`src/rtl/ripple_count_sampler.sv`:
```
// Samples the staggered bits of an asynchronous ripple counter into the clk domain,
// accepts a value once it has been steady long enough, and accumulates the steps.
module ripple_count_sampler #(
  parameter int             CW       = 3,
  parameter int             STABLE   = 2,
  parameter int             EXT_W    = 16,
  parameter logic [CW-1:0]  INIT_CNT = 3'b111
) (
  input  logic             clk,
  input  logic             rst_n,
  input  logic [CW-1:0]    cnt_in,
  input  logic             clear,
  output logic [CW-1:0]    cnt_stable,
  output logic [EXT_W-1:0] ext_count,
  output logic [CW-1:0]    delta,
  output logic             upd,
  output logic             ovf,
  output logic [7:0]       glitch_cnt,
  output logic             fsm_state
);

  typedef enum logic {IDLE = 1'b0, TRACK = 1'b1} state_t;

  localparam logic [3:0] STABLE_L = 4'(STABLE);

  state_t          state;
  logic [CW-1:0]   sync1;
  logic [CW-1:0]   sync2;
  logic [CW-1:0]   cand;
  logic [3:0]      stab_cnt;
  logic [3:0]      stab_next;
  logic [CW-1:0]   d;
  logic [EXT_W:0]  sum;
  logic            accept;
  logic            reject;

  // The counter only counts up, so the modular difference is the step size.
  always_comb begin
    d         = cand - cnt_stable;
    sum       = {1'b0, ext_count} + (EXT_W+1)'(d);
    stab_next = stab_cnt + 4'd1;
    accept    = (state == TRACK) && (sync2 == cand) && (stab_next == STABLE_L);
    reject    = (state == TRACK) && (sync2 != cand);
  end

  assign fsm_state = state;

  always_ff @(posedge clk or negedge rst_n) begin
    if (!rst_n) begin
      sync1      <= INIT_CNT;
      sync2      <= INIT_CNT;
      cand       <= INIT_CNT;
      cnt_stable <= INIT_CNT;
      stab_cnt   <= '0;
      state      <= IDLE;
      ext_count  <= '0;
      delta      <= '0;
      upd        <= 1'b0;
      ovf        <= 1'b0;
      glitch_cnt <= '0;
    end else begin
      sync1 <= cnt_in;
      sync2 <= sync1;
      upd   <= 1'b0;

      case (state)
        IDLE: begin
          if (sync2 != cnt_stable) begin
            cand     <= sync2;
            stab_cnt <= 4'd1;
            state    <= TRACK;
          end
        end
        TRACK: begin
          if (sync2 == cand) begin
            if (accept) begin
              stab_cnt <= '0;
              state    <= IDLE;
            end else begin
              stab_cnt <= stab_next;
            end
          end else if (sync2 == cnt_stable) begin
            state <= IDLE;
          end else begin
            cand     <= sync2;
            stab_cnt <= 4'd1;
          end
        end
        default: state <= IDLE;
      endcase

      if (accept) begin
        cnt_stable <= cand;
        delta      <= d;
        upd        <= !clear;
      end

      // clear wins over a same-cycle accumulate or reject.
      if (clear) begin
        ext_count  <= '0;
        ovf        <= 1'b0;
        glitch_cnt <= '0;
      end else begin
        if (accept) begin
          ext_count <= sum[EXT_W-1:0];
          if (sum[EXT_W]) ovf <= 1'b1;
        end
        if (reject && glitch_cnt != 8'hFF) glitch_cnt <= glitch_cnt + 8'd1;
      end
    end
  end

endmodule

```
`config.mk`:
```
export PLATFORM = sky130hd
export DESIGN_NAME = ripple_count_sampler
export DESIGN_NICKNAME = d
export VERILOG_FILES = /design/src/rtl/ripple_count_sampler.sv
export SDC_FILE = /design/constraint.sdc
export NUM_CORES = 1
export LEC_CHECK = 0
export ABC_AREA = 1
export CORE_MARGIN = 1
export CORE_UTILIZATION = 45
export DETAILED_ROUTE_END_ITERATION = 6
export GPL_ROUTABILITY_DRIVEN = 0
export PLACE_DENSITY = 0.79
export SLEW_MARGIN = 25
export SYNTH_ARGS = -nofsm -noshare
export SYNTH_HDL_FRONTEND = slang
export SYNTH_SLANG_ARGS = --single-unit
```
`constraint.sdc`:
```
create_clock -name clk -period 2.9 [get_ports clk]
set_clock_uncertainty 0.1 [all_clocks]
set_input_delay 0.58 -clock clk [delete_from_list [all_inputs] [get_ports clk]]
set_output_delay 0.58 -clock clk [all_outputs]
set_load 0.01 [all_outputs]
```
==> metrics.txt, run 1 <==
status completed; Max Clk Rate 357 MHz; Hold Buf Count CTS 0; Arr. time, crit path 2900 ps; critical path required time 3000 ps; Core ar. 0.00554 mm²; critical path peak fanout 5; most numerous cell in the Yosys netlist nand2_1; Synth async-reset ratio 100%; Post-synth top cells nand2_1 (115), inv_1 (38), dfrtp_1 (34); DR vias 2281; Placed Instances 435; first-pass GRT wire length 9.76 mm; I/O pin total 39; routed len/inst 13.1 µm; area delta synth->final 22.8%; Post-synth top flop dfrtp_1; met3 Usage GRT 4.24%; cell taking the most area after synthesis dfrtp_1; Die H 78.0 µm; DP HPWL 4.08 mm; Final Hold Viols 0; R2R depth 13; CP Capture Type register; GR Layer Usage met1 27.7%; port bufs 38; full die area 0.00608 mm²; TritonCTS Buffers 5; critical path class reg -> reg; Antenna diodes 0; Detailed Route WL 5.84 mm; gr busiest metal met2; TritonCTS clock tree done; Worst R2R Start cnt_stable[0]$_DFFE_PN1P_; largest net degree at the start of global routing 46; Synth Warn # 0; CTS sink cnt 46; post-route clock period utilization 96.6%; DIE WIDTH 78.0 µm; Post-Route Setup TNS 0 ps; DRC errors left 0; Setup Viol. Count Final 0; Root Buffer clkbuf_8; Layout Cells excl Fill 446; Post-Syn Nets 341; total grt overflow 0; row cnt 27; Worst-Margin Slew 564 ps; initial DRC count 82; share of cells above drive strength 1 12.8%; Synth Instances 326; Netlist cell types 29; Final Critical Period 2800 ps; Seq/Total Area, Yosys 44.9%; Rel. slew slack 62.4%; #FFs+latches synth 46; Peak VDD IR 0.000425 V; min-delay worst type in -> async; setup slack, reg-to-reg 100 ps; post-synth top area share 32.7%; EDFF count, synth 0; pins over their slew limit 0; Leak Pwr 1.54 nW; mapped cell area 0.00260 mm²; post-route ant nets 0; # fillers 499; max cap viols 0; syn_area_per_cell 7.97 µm²; Clock Pin Slew Worst Setup and Hold Paths 80 ps; Final Util 57.6%; Initial Util 46.9%; H-tree Lvls 2; clk buf depth 2; fin nets 388; Initial DRT Pass Iterations 4; GRT Overall Usage 20.5%; synth top area cells dfrtp_1 (33%), nand2_1 (17%), dfstp_2 (12%); antenna violations before repair 0; Clk Latency, worst-skew pair 300 ps; GRT met2 Usage 33.4%; vias in the first global route 2087; CP Launch Type register; vias per cell 5.11; PwrDens 723 mW/mm²; Reg-to-Reg End ext_count[3]$_DFFE_PN0P_
-- cell usage in the layout (no fill, tap or decap) --
| master | n |
|---|---|
| or2_2 | 1 |
| dfrtp_1 | 34 |
| o21ai_1 | 1 |
| clkinv_2 | 1 |
| xnor2_1 | 2 |
| nor3_2 | 1 |
| nand3_1 | 24 |
| nor2_4 | 5 |
| buf_4 | 8 |
| nand3_2 | 1 |
| o21bai_1 | 2 |
| clkinv_4 | 1 |
| clkdlybuf4s50_1 | 37 |
| o21ai_0 | 13 |
| nor3_1 | 2 |
| nand2_4 | 1 |
| nand4_1 | 13 |
| nor2_1 | 19 |
| clkbuf_8 | 5 |
| nand2_2 | 2 |
| inv_1 | 37 |
| dfstp_2 | 12 |
| xor2_1 | 14 |
| a21oi_1 | 1 |
| inv_2 | 3 |
| nand3_4 | 1 |
| clkbuf_1 | 1 |
| ha_1 | 7 |
| nand3b_1 | 4 |
| nor4_2 | 1 |
| fa_1 | 1 |
| fa_2 | 1 |
| nand2_1 | 114 |
| nor2_2 | 3 |
| a21boi_2 | 1 |
-- flip-flops by register name, indices dropped and copies added, names as in the netlist --
signal and count:
delta 3, cand 3, sync2 3, fsm_state 1, ovf 1, ext_count 16, sync1 3, glitch_cnt 8
upd 1, cnt_stable 3, stab_cnt 4
-- critical path: stages (launching register included) --
cell and delay (ps):
dfstp_2 560, ha_1 150, inv_1 50, fa_2 330, xnor2_1 170, xor2_1 290, ha_1 340, nand2_1 120
nand2_1 110, nor2_4 160, xor2_1 150, nor2_1 50, nand2_1 60, nand2_1 50
-- worst max-delay path by stage --
stage                                          from                   endpoint  slack, ps  cells after the start
after floorplan           cnt_stable[0]$_DFFE_PN1P_            ovf$_DFFE_PN0P_        160                     13
after global placement    cnt_stable[0]$_DFFE_PN1P_            ovf$_DFFE_PN0P_        200                     13
after detailed placement  cnt_stable[0]$_DFFE_PN1P_  ext_count[15]$_DFFE_PN0P_        110                     14
after CTS                 cnt_stable[0]$_DFFE_PN1P_  ext_count[15]$_DFFE_PN0P_         60                     14
after global routing      cnt_stable[0]$_DFFE_PN1P_   ext_count[9]$_DFFE_PN0P_        -70                     13
final                     cnt_stable[0]$_DFFE_PN1P_   ext_count[3]$_DFFE_PN0P_        100                     13
-- metrics by stage --
step	area [µm²]	power (mW)	worst slack [ps]	hold WS (ps)
2_1_floorplan	2600	1.49	157	184
3_3_place_gp	3060	1.78	199	246
3_5_place_dp	3060	1.81	107	247
4_1_cts	3140	2.21	57.2	260
5_1_grt	3190	2.49	-73.2	191
6_report	3190	2.31	98.0	165
-- final cells by class --
| cell class | instances | area [µm²] | area share, % |
|---|---|---|---|
| Multi-Input combinational cell | 235 | 1270 | 39.7 |
| Sequential cell | 46 | 1170 | 36.5 |
| Timing Repair Buffer | 45 | 430 | 13.5 |
| Inverter | 40 | 150 | 4.71 |
| Tap cell | 72 | 90.1 | 2.82 |
| Clock buffer | 6 | 72.6 | 2.27 |
| Clock inverter | 2 | 13.8 | 0.431 |
-- logic make-up (layout without fill, tap and decap cells) --
family,Yosys count,in the layout,share of synthesized area (%)
AOI/OAI and AO/OA,18,18,3.90
xor gates and xnor gates,16,16,5.39
and+or+nand+nor,192,192,33.7
adders and majority gates,9,9,4.91
buffers and inverters,45,93,7.22
DFF,46,46,44.9
-- layer usage --
metal / wire length [µm] / up-vias / share of wire [%]
met5: 0 / - / 0
met4: 109 / 0 / 1.9
met3: 234 / 9 / 4.0
met2: 2870 / 63 / 49
met1: 2630 / 1083 / 45
li1: - / 1126 / -
-- power breakdown --
| part | internal (mW) | switching, mW | leakage [nW] | total, mW |
|---|---|---|---|---|
| sequential | 0.784 | 0.119 | 0.585 | 0.903 |
| combinational | 0.435 | 0.580 | 0.914 | 1.01 |
| clock | 0.170 | 0.218 | 0.0452 | 0.388 |
| total | 1.39 | 0.917 | 1.54 | 2.31 |
-- repair_timing --
item                                    4_1_cts  5_1_grt
endpoints found under the setup margin        0        7
resized for setup                             0        9
setup buffers                                 0        3
No activity file was read; power rests on OpenSTA's default activity.
==> run 2: changes to the inputs <==
--- a/config.mk
+++ b/config.mk
@@ -6,6 +6,5 @@
 export NUM_CORES = 1
 export LEC_CHECK = 0
-export ABC_AREA = 1
-export CORE_MARGIN = 1
+export CORE_MARGIN = 2
 export CORE_UTILIZATION = 45
 export DETAILED_ROUTE_END_ITERATION = 6
==> constraint.sdc (replaced) <==
create_clock -name clk -period 2.9 [get_ports clk]
set_clock_uncertainty 0.1 [all_clocks]
set_input_delay 0.725 -clock clk [delete_from_list [all_inputs] [get_ports clk]]
set_output_delay 0.725 -clock clk [all_outputs]
set_load 0.01 [all_outputs]
==> run 2 against run 1 <==
Sequential cell count unchanged; cell count down 20%; critical endpoint is now ext_count[12]$_DFFE_PN0P_; worst setup slack worse by 61 ps.
==> metrics.txt, run 2 <==
status completed; Placed Instances 348 (-20%); Synth Instances 244 (-25%); CP max stage delay 570 ps (about the same); DRC errors left 0 (unchanged); min-delay worst type reg -> reg; port bufs 38 (unchanged); Reg-to-Reg End ext_count[12]$_DFFE_PN0P_; share of cells above drive strength 1 22.5% (+9.6 points); Arr. time, crit path 2960 ps (+60 ps); area delta synth->final 26.6%; Setup Viol. Count Final 0 (unchanged); Post-synth top flop dfrtp_1; Worst Setup SP cnt_stable[0]$_DFFE_PN1P_; setup slack, reg-to-reg 40 ps (-60 ps); I/O pin total 39 (unchanged); critical path peak fanout 7 (+2); hold_ws 258 ps (+92.7 ps); Placed Instance Area 0.00297 mm² (-2.8%); Synth Warn # 0 (unchanged); TritonCTS Buffers 5 (unchanged); Die H 78.5 µm (+0.62%); commonest non-fill, non-tap cell in the layout clkdlybuf4s50_1; crit path setup slack, layout 37.1 ps (-60.9 ps); R2R depth 10 (-3); full die area 0.00616 mm² (+1.2%); # fillers 450 (-9.8%); total power 2.26 mW (-2.1%); RSZ-0062 raised after global routing yes; first-pass GRT wire length 9.07 mm (-7.0%); vias per cell 5.53 (+8.2%); Rel. slew slack 48.7% (-14 points); Layout Cells excl Fill 357 (-20%); #FFs+latches synth 46 (unchanged); syn_area_per_cell 10.2 µm² (+28%); Worst R2R Start cnt_stable[0]$_DFFE_PN1P_; design area 0.00316 mm² (-0.98%); crit path cell chain ha_4 -> inv_2 -> fa_2 -> xor2_2 -> xnor2_1 -> ha_1 -> nor2b_4 -> nor2_4 -> nor4_2 -> mux2_2; critical path class reg -> reg; DR vias 1975 (-13%); Detailed Route WL 5.47 mm (-6.5%); Worst-Margin Slew 766 ps (+201 ps); Seq/Total Area, Yosys 46.7% (+1.8 points); CTS sink cnt 46 (unchanged); register area 0.00117 mm² (unchanged); total grt overflow 0 (unchanged); Post-Route Setup TNS 0 ps (unchanged); crit-path leading delay family adder cells; Hold Path End sync2[1]$_DFF_PN1_; clk buf depth 2 (unchanged); Initial Util 45.9% (-1.0 points); WL met2 2.67 mm (-6.8%); Synth async-reset ratio 100% (unchanged); Clock Pin Slew Worst Setup and Hold Paths 90 ps (about the same); DIE WIDTH 78.5 µm (+0.62%); H-tree Lvls 2 (unchanged); post-synth top area share 34.1% (+1.3 points); antenna violations before repair 0 (unchanged); Netlist cell types 40 (+38%); Post-Route M1 WL 2.51 mm (-4.4%); Peak VDD IR 0.000461 V (+8.3%); DP HPWL 3.77 mm (-7.5%); row cnt 27 (unchanged); commonest cells after routing, fill and taps aside clkdlybuf4s50_1 (37), dfrtp_1 (34), nor2_1 (18); Reg with most FFs ext_count; PwrDens 714 mW/mm² (-1.1%); fin nets 299 (-23%); Antenna diodes 0 (unchanged); Final Hold Viols 0 (unchanged); CP Launch Type register; routed len/inst 15.3 µm (+17%); Clk Latency, worst-skew pair 310 ps (about the same); post-route clock period utilization 98.7% (+2.1 points); Final Critical Period 2860 ps (+60.9 ps); CP Buf/Inv Count 1 (unchanged); Critical Path Slowest Stage Cell dfstp_2; TritonCTS clock tree done; Post-synth top cells dfrtp_1 (34), nor2_1 (19), mux2_2 (16); initial DRC count 128 (+56%); largest net degree at the start of global routing 40 (-13%); pins over their slew limit 0 (unchanged); cell taking the most area after synthesis dfrtp_1; most numerous cell in the Yosys netlist dfrtp_1; Hold Path Stages 0; worst hold start sync1[1]$_DFF_PN1_; max cap viols 0 (unchanged); mapped cell area 0.00250 mm² (-3.9%); area of the multi-input gates 0.00132 mm² (+4.1%); met3 wire len 200 µm (-15%); Final Util 58.1% (+0.50 points); critical path required time 3000 ps (about the same); top layer in use met4; max reg flops 16 (unchanged); Root Buffer clkbuf_8; post-route ant nets 0 (unchanged); Max Clk Rate 349 MHz (-2.1%); biggest regs ext_count: 16 flops, glitch_cnt: 8 flops, stab_cnt: 4 flops; vias in the first global route 1885 (-9.7%); Post-Syn Nets 259 (-24%); synth top area cells dfrtp_1 (34%), dfstp_2 (13%), mux2_2 (7.2%); Core ar. 0.00544 mm² (-1.8%); EDFF count, synth 0 (unchanged); CP Capture Type register; Leak Pwr 1.23 nW (-20%); pre-CTS setup slack -34.5 ps (-142 ps); GRT Overall Usage 18.5% (-2.1 points); Initial DRT Pass Iterations 4 (unchanged)
==> run 2: cell count changes after synthesis, moves of 12 or more <==
cell,change
mux2_2,+16
nor2b_1,+14
inv_1,-28
a21oi_1,+13
nand2_1,-107
nand3_1,-12
==> run 2: layout make-up <==
| class | count | area share, % |
|---|---|---|
| sequential | 46 | 36.9 |
| timing repair buffer | 45 | 13.9 |
| clock inverter | 1 | 0.238 |
| inverter | 10 | 1.19 |
| tap | 72 | 2.85 |
| multi-input combinational | 176 | 41.8 |
| clock buffer | 7 | 3.09 |
==> run 2: worst max path at each step <==
stage | to | cells after the start | slack, ps
detailed placement | ext_count[15]$_DFFE_PN0P_ | 9 | -30
floorplan | ext_count[10]$_DFFE_PN0P_ | 10 | 80
finish | ext_count[12]$_DFFE_PN0P_ | 10 | 40
global route | ext_count[12]$_DFFE_PN0P_ | 10 | -70
CTS | ovf$_DFFE_PN0P_ | 10 | 10
global placement | ext_count[8]$_DFFE_PN0P_ | 10 | 9
==> run 2: cells by family after synthesis <==
family | after synthesis | synth area share [%]
and+or+nand+nor | 93 | 21.7
DFF | 46 | 46.7
AOI/OAI and AO/OA | 43 | 10.2
buffers and inverters | 22 | 3.66
muxes | 18 | 8.07
xor gates and xnor gates | 13 | 4.56
adders and majority gates | 9 | 5.11
==> run 2: metal layers <==
layer / vias to the layer above / global-route usage [%]
li1: 962 / -
met1: 957 / 24.9
met2: 47 / 29.4
met3: 9 / 3.68
met4: 0 / 7.37
met5: - / 0
==> run 2: what timing repair did <==
action                     CTS  global route
resized for setup            6            12
hold buffers                 0             0
pin swaps                    0             7
cloned                       0             0
setup endpoints to repair   11             7
buffers inserted             0             1
==> run 2: power by group <==
part           switching [mW]  internal (mW)  leakage (nW)
clock                   0.233          0.223        0.0496
combinational           0.486          0.449         0.593
sequential              0.105          0.761         0.585
==> run 3: changes to the inputs <==
ABC_AREA = 1   (was unset)
ABC_CLOCK_PERIOD_IN_PS = 2900   (was unset)
==> run 3 against run 2 <==
Power is 0.47% lower; register-to-register slack better by 130 ps; clock power is 8.8% lower; first-iteration DRC count is 24% lower; core utilization is 0.43 points lower; routed wire length is 0.91% higher; via count is 13% higher; non-clock buffer count stayed put; sequential power is 3.5% higher; critical endpoint unchanged; highest routed layer unchanged.
==> metrics.txt, run 3 (synthesis results as in run 1) <==
max reg flops 16 (unchanged); DRC errors left 0 (unchanged); CTS sink cnt 46 (unchanged); Reg with most FFs ext_count; I/O pin total 39 (unchanged); total power 2.25 mW (-0.47%); Reg-to-Reg End ext_count[12]$_DFFE_PN0P_; port bufs 38 (unchanged); H-tree Lvls 2 (unchanged); pins over their slew limit 0 (unchanged); Final Hold Viols 0 (unchanged); largest net degree at the start of global routing 18 (-55%); routed len/inst 12.4 µm (-19%); Worst R2R Start cnt_stable[0]$_DFFE_PN1P_; setup slack, reg-to-reg 170 ps (+130 ps); full die area 0.00640 mm² (+3.9%); Clk Latency, worst-skew pair 310 ps (about the same); Die H 80.0 µm (+1.9%); Final Critical Period 2730 ps (-131 ps); TritonCTS Buffers 5 (unchanged); commonest cells after routing, fill and taps aside nand2_1 (114), inv_1 (38), clkdlybuf4s50_1 (37); Setup Viol. Count Final 0 (unchanged); CP Capture Type register; R2R depth 13 (+3); commonest non-fill, non-tap cell in the layout nand2_1; CP Launch Type register; biggest regs ext_count: 16 flops, glitch_cnt: 8 flops, stab_cnt: 4 flops; first-pass GRT wire length 9.51 mm (+4.8%); Root Buffer clkbuf_8; antenna violations before repair 0 (unchanged); vias per cell 5.02 (-9.3%); GRT Overall Usage 19.1% (+0.60 points); vias in the first global route 2147 (+14%); critical path required time 3050 ps (+50 ps); design area 0.00319 mm² (+1.1%); Clock Pin Slew Worst Setup and Hold Paths 90 ps (about the same); Worst-Margin Slew 502 ps (-264 ps); share of cells above drive strength 1 12.8% (-9.6 points); initial DRC count 97 (-24%); Detailed Route WL 5.52 mm (+0.91%); Arr. time, crit path 2880 ps (-80 ps); min-delay worst type in -> async; Leak Pwr 1.55 nW (+26%); crit path setup slack, layout 168 ps (+131 ps); # fillers 512 (+14%); critical path class reg -> reg; pre-CTS setup slack 118 ps (+153 ps); clk buf depth 2 (unchanged); Peak VDD IR 0.000412 V (-10%); DP HPWL 4.12 mm (+9.2%); hold_ws 227 ps (-31.2 ps); critical path peak fanout 5 (-2); CP max stage delay 540 ps (-30 ps); Critical Path Slowest Stage Cell dfstp_2; post-route ant nets 0 (unchanged); TritonCTS clock tree done; Initial DRT Pass Iterations 4 (unchanged); DR vias 2237 (+13%); max cap viols 0 (unchanged); row cnt 27 (unchanged); area delta synth->final 22.9%; Antenna diodes 0 (unchanged); crit path cell chain ha_1 -> inv_1 -> fa_2 -> inv_1 -> fa_1 -> inv_1 -> nand2_2 -> a21boi_2 -> buf_4 -> nand3_2 -> nand2_1 -> nand4_1 -> nand2_1; total grt overflow 0 (unchanged); post-route clock period utilization 94.2% (-4.5 points); Initial Util 46.9% (+1.0 points); most used cell, CP inv_1; Final Util 57.7% (-0.43 points); Placed Instance Area 0.00306 mm² (+3.2%); PwrDens 703 mW/mm² (-1.6%); DIE WIDTH 80.0 µm (+1.9%); status completed; Max Clk Rate 366 MHz (+4.8%); fin nets 388 (+30%); Rel. slew slack 66.5% (+18 points); Core ar. 0.00554 mm² (+1.9%)
-- run 3: how the worst max path moves through the flow --
stage / startpoint / end
after floorplan: cnt_stable[0]$_DFFE_PN1P_ / ovf$_DFFE_PN0P_
after global placement: cnt_stable[0]$_DFFE_PN1P_ / ovf$_DFFE_PN0P_
after detailed placement: cnt_stable[0]$_DFFE_PN1P_ / ext_count[15]$_DFFE_PN0P_
after CTS: cnt_stable[0]$_DFFE_PN1P_ / ext_count[15]$_DFFE_PN0P_
after global routing: cnt_stable[0]$_DFFE_PN1P_ / ext_count[3]$_DFFE_PN0P_
final: cnt_stable[0]$_DFFE_PN1P_ / ext_count[12]$_DFFE_PN0P_
-- run 3: area by class of cell --
class                      count  area [µm²]  share of cell area [%]
clock buffer                   6        82.6                    2.59
inverter                      40         150                    4.70
clock inverter                 2        12.5                   0.392
sequential                    46        1170                    36.5
timing repair buffer          45         428                    13.4
multi-input combinational    235        1260                    39.6
tap                           72        90.1                    2.82
-- run 3: what timing repair did --
| item | in CTS | in global routing |
|---|---|---|
| hold buffers | 0 | 0 |
| gates resized for setup | 0 | 8 |
| setup endpoints to repair | 0 | 8 |
| setup buffers | 0 | 2 |
-- run 3: routing by layer --
metal	up-vias	global-route usage, %	part of all wire (%)
li1	1129	-	-
met1	1058	25.1	45
met2	40	31.2	48
met3	10	3.62	3.8
met4	0	7.12	2.3
met5	-	0	0
-- run 3: metrics by stage --
step | setup TNS (ps) | instances
2_1_floorplan | 0 | 326
3_3_place_gp | 0 | 436
3_5_place_dp | 0 | 436
4_1_cts | 0 | 444
5_1_grt | -30.8 | 446
6_report | 0 | 446
-- run 3: worst max-delay path, delay by kind of cell, from the launching register on --
kind                       cells  cell delay (ps)
and+or+nand+nor                5              430
AOI/OAI and AO/OA              1              190
buffers and inverters          4              360
adders and majority gates      3             1050
DFF                            1              540
-- run 3: power by group --
group	total, mW	switching [mW]	internal, mW
clock	0.416	0.225	0.192
sequential	0.896	0.112	0.783
combinational	0.934	0.530	0.404
total	2.25	0.867	1.38
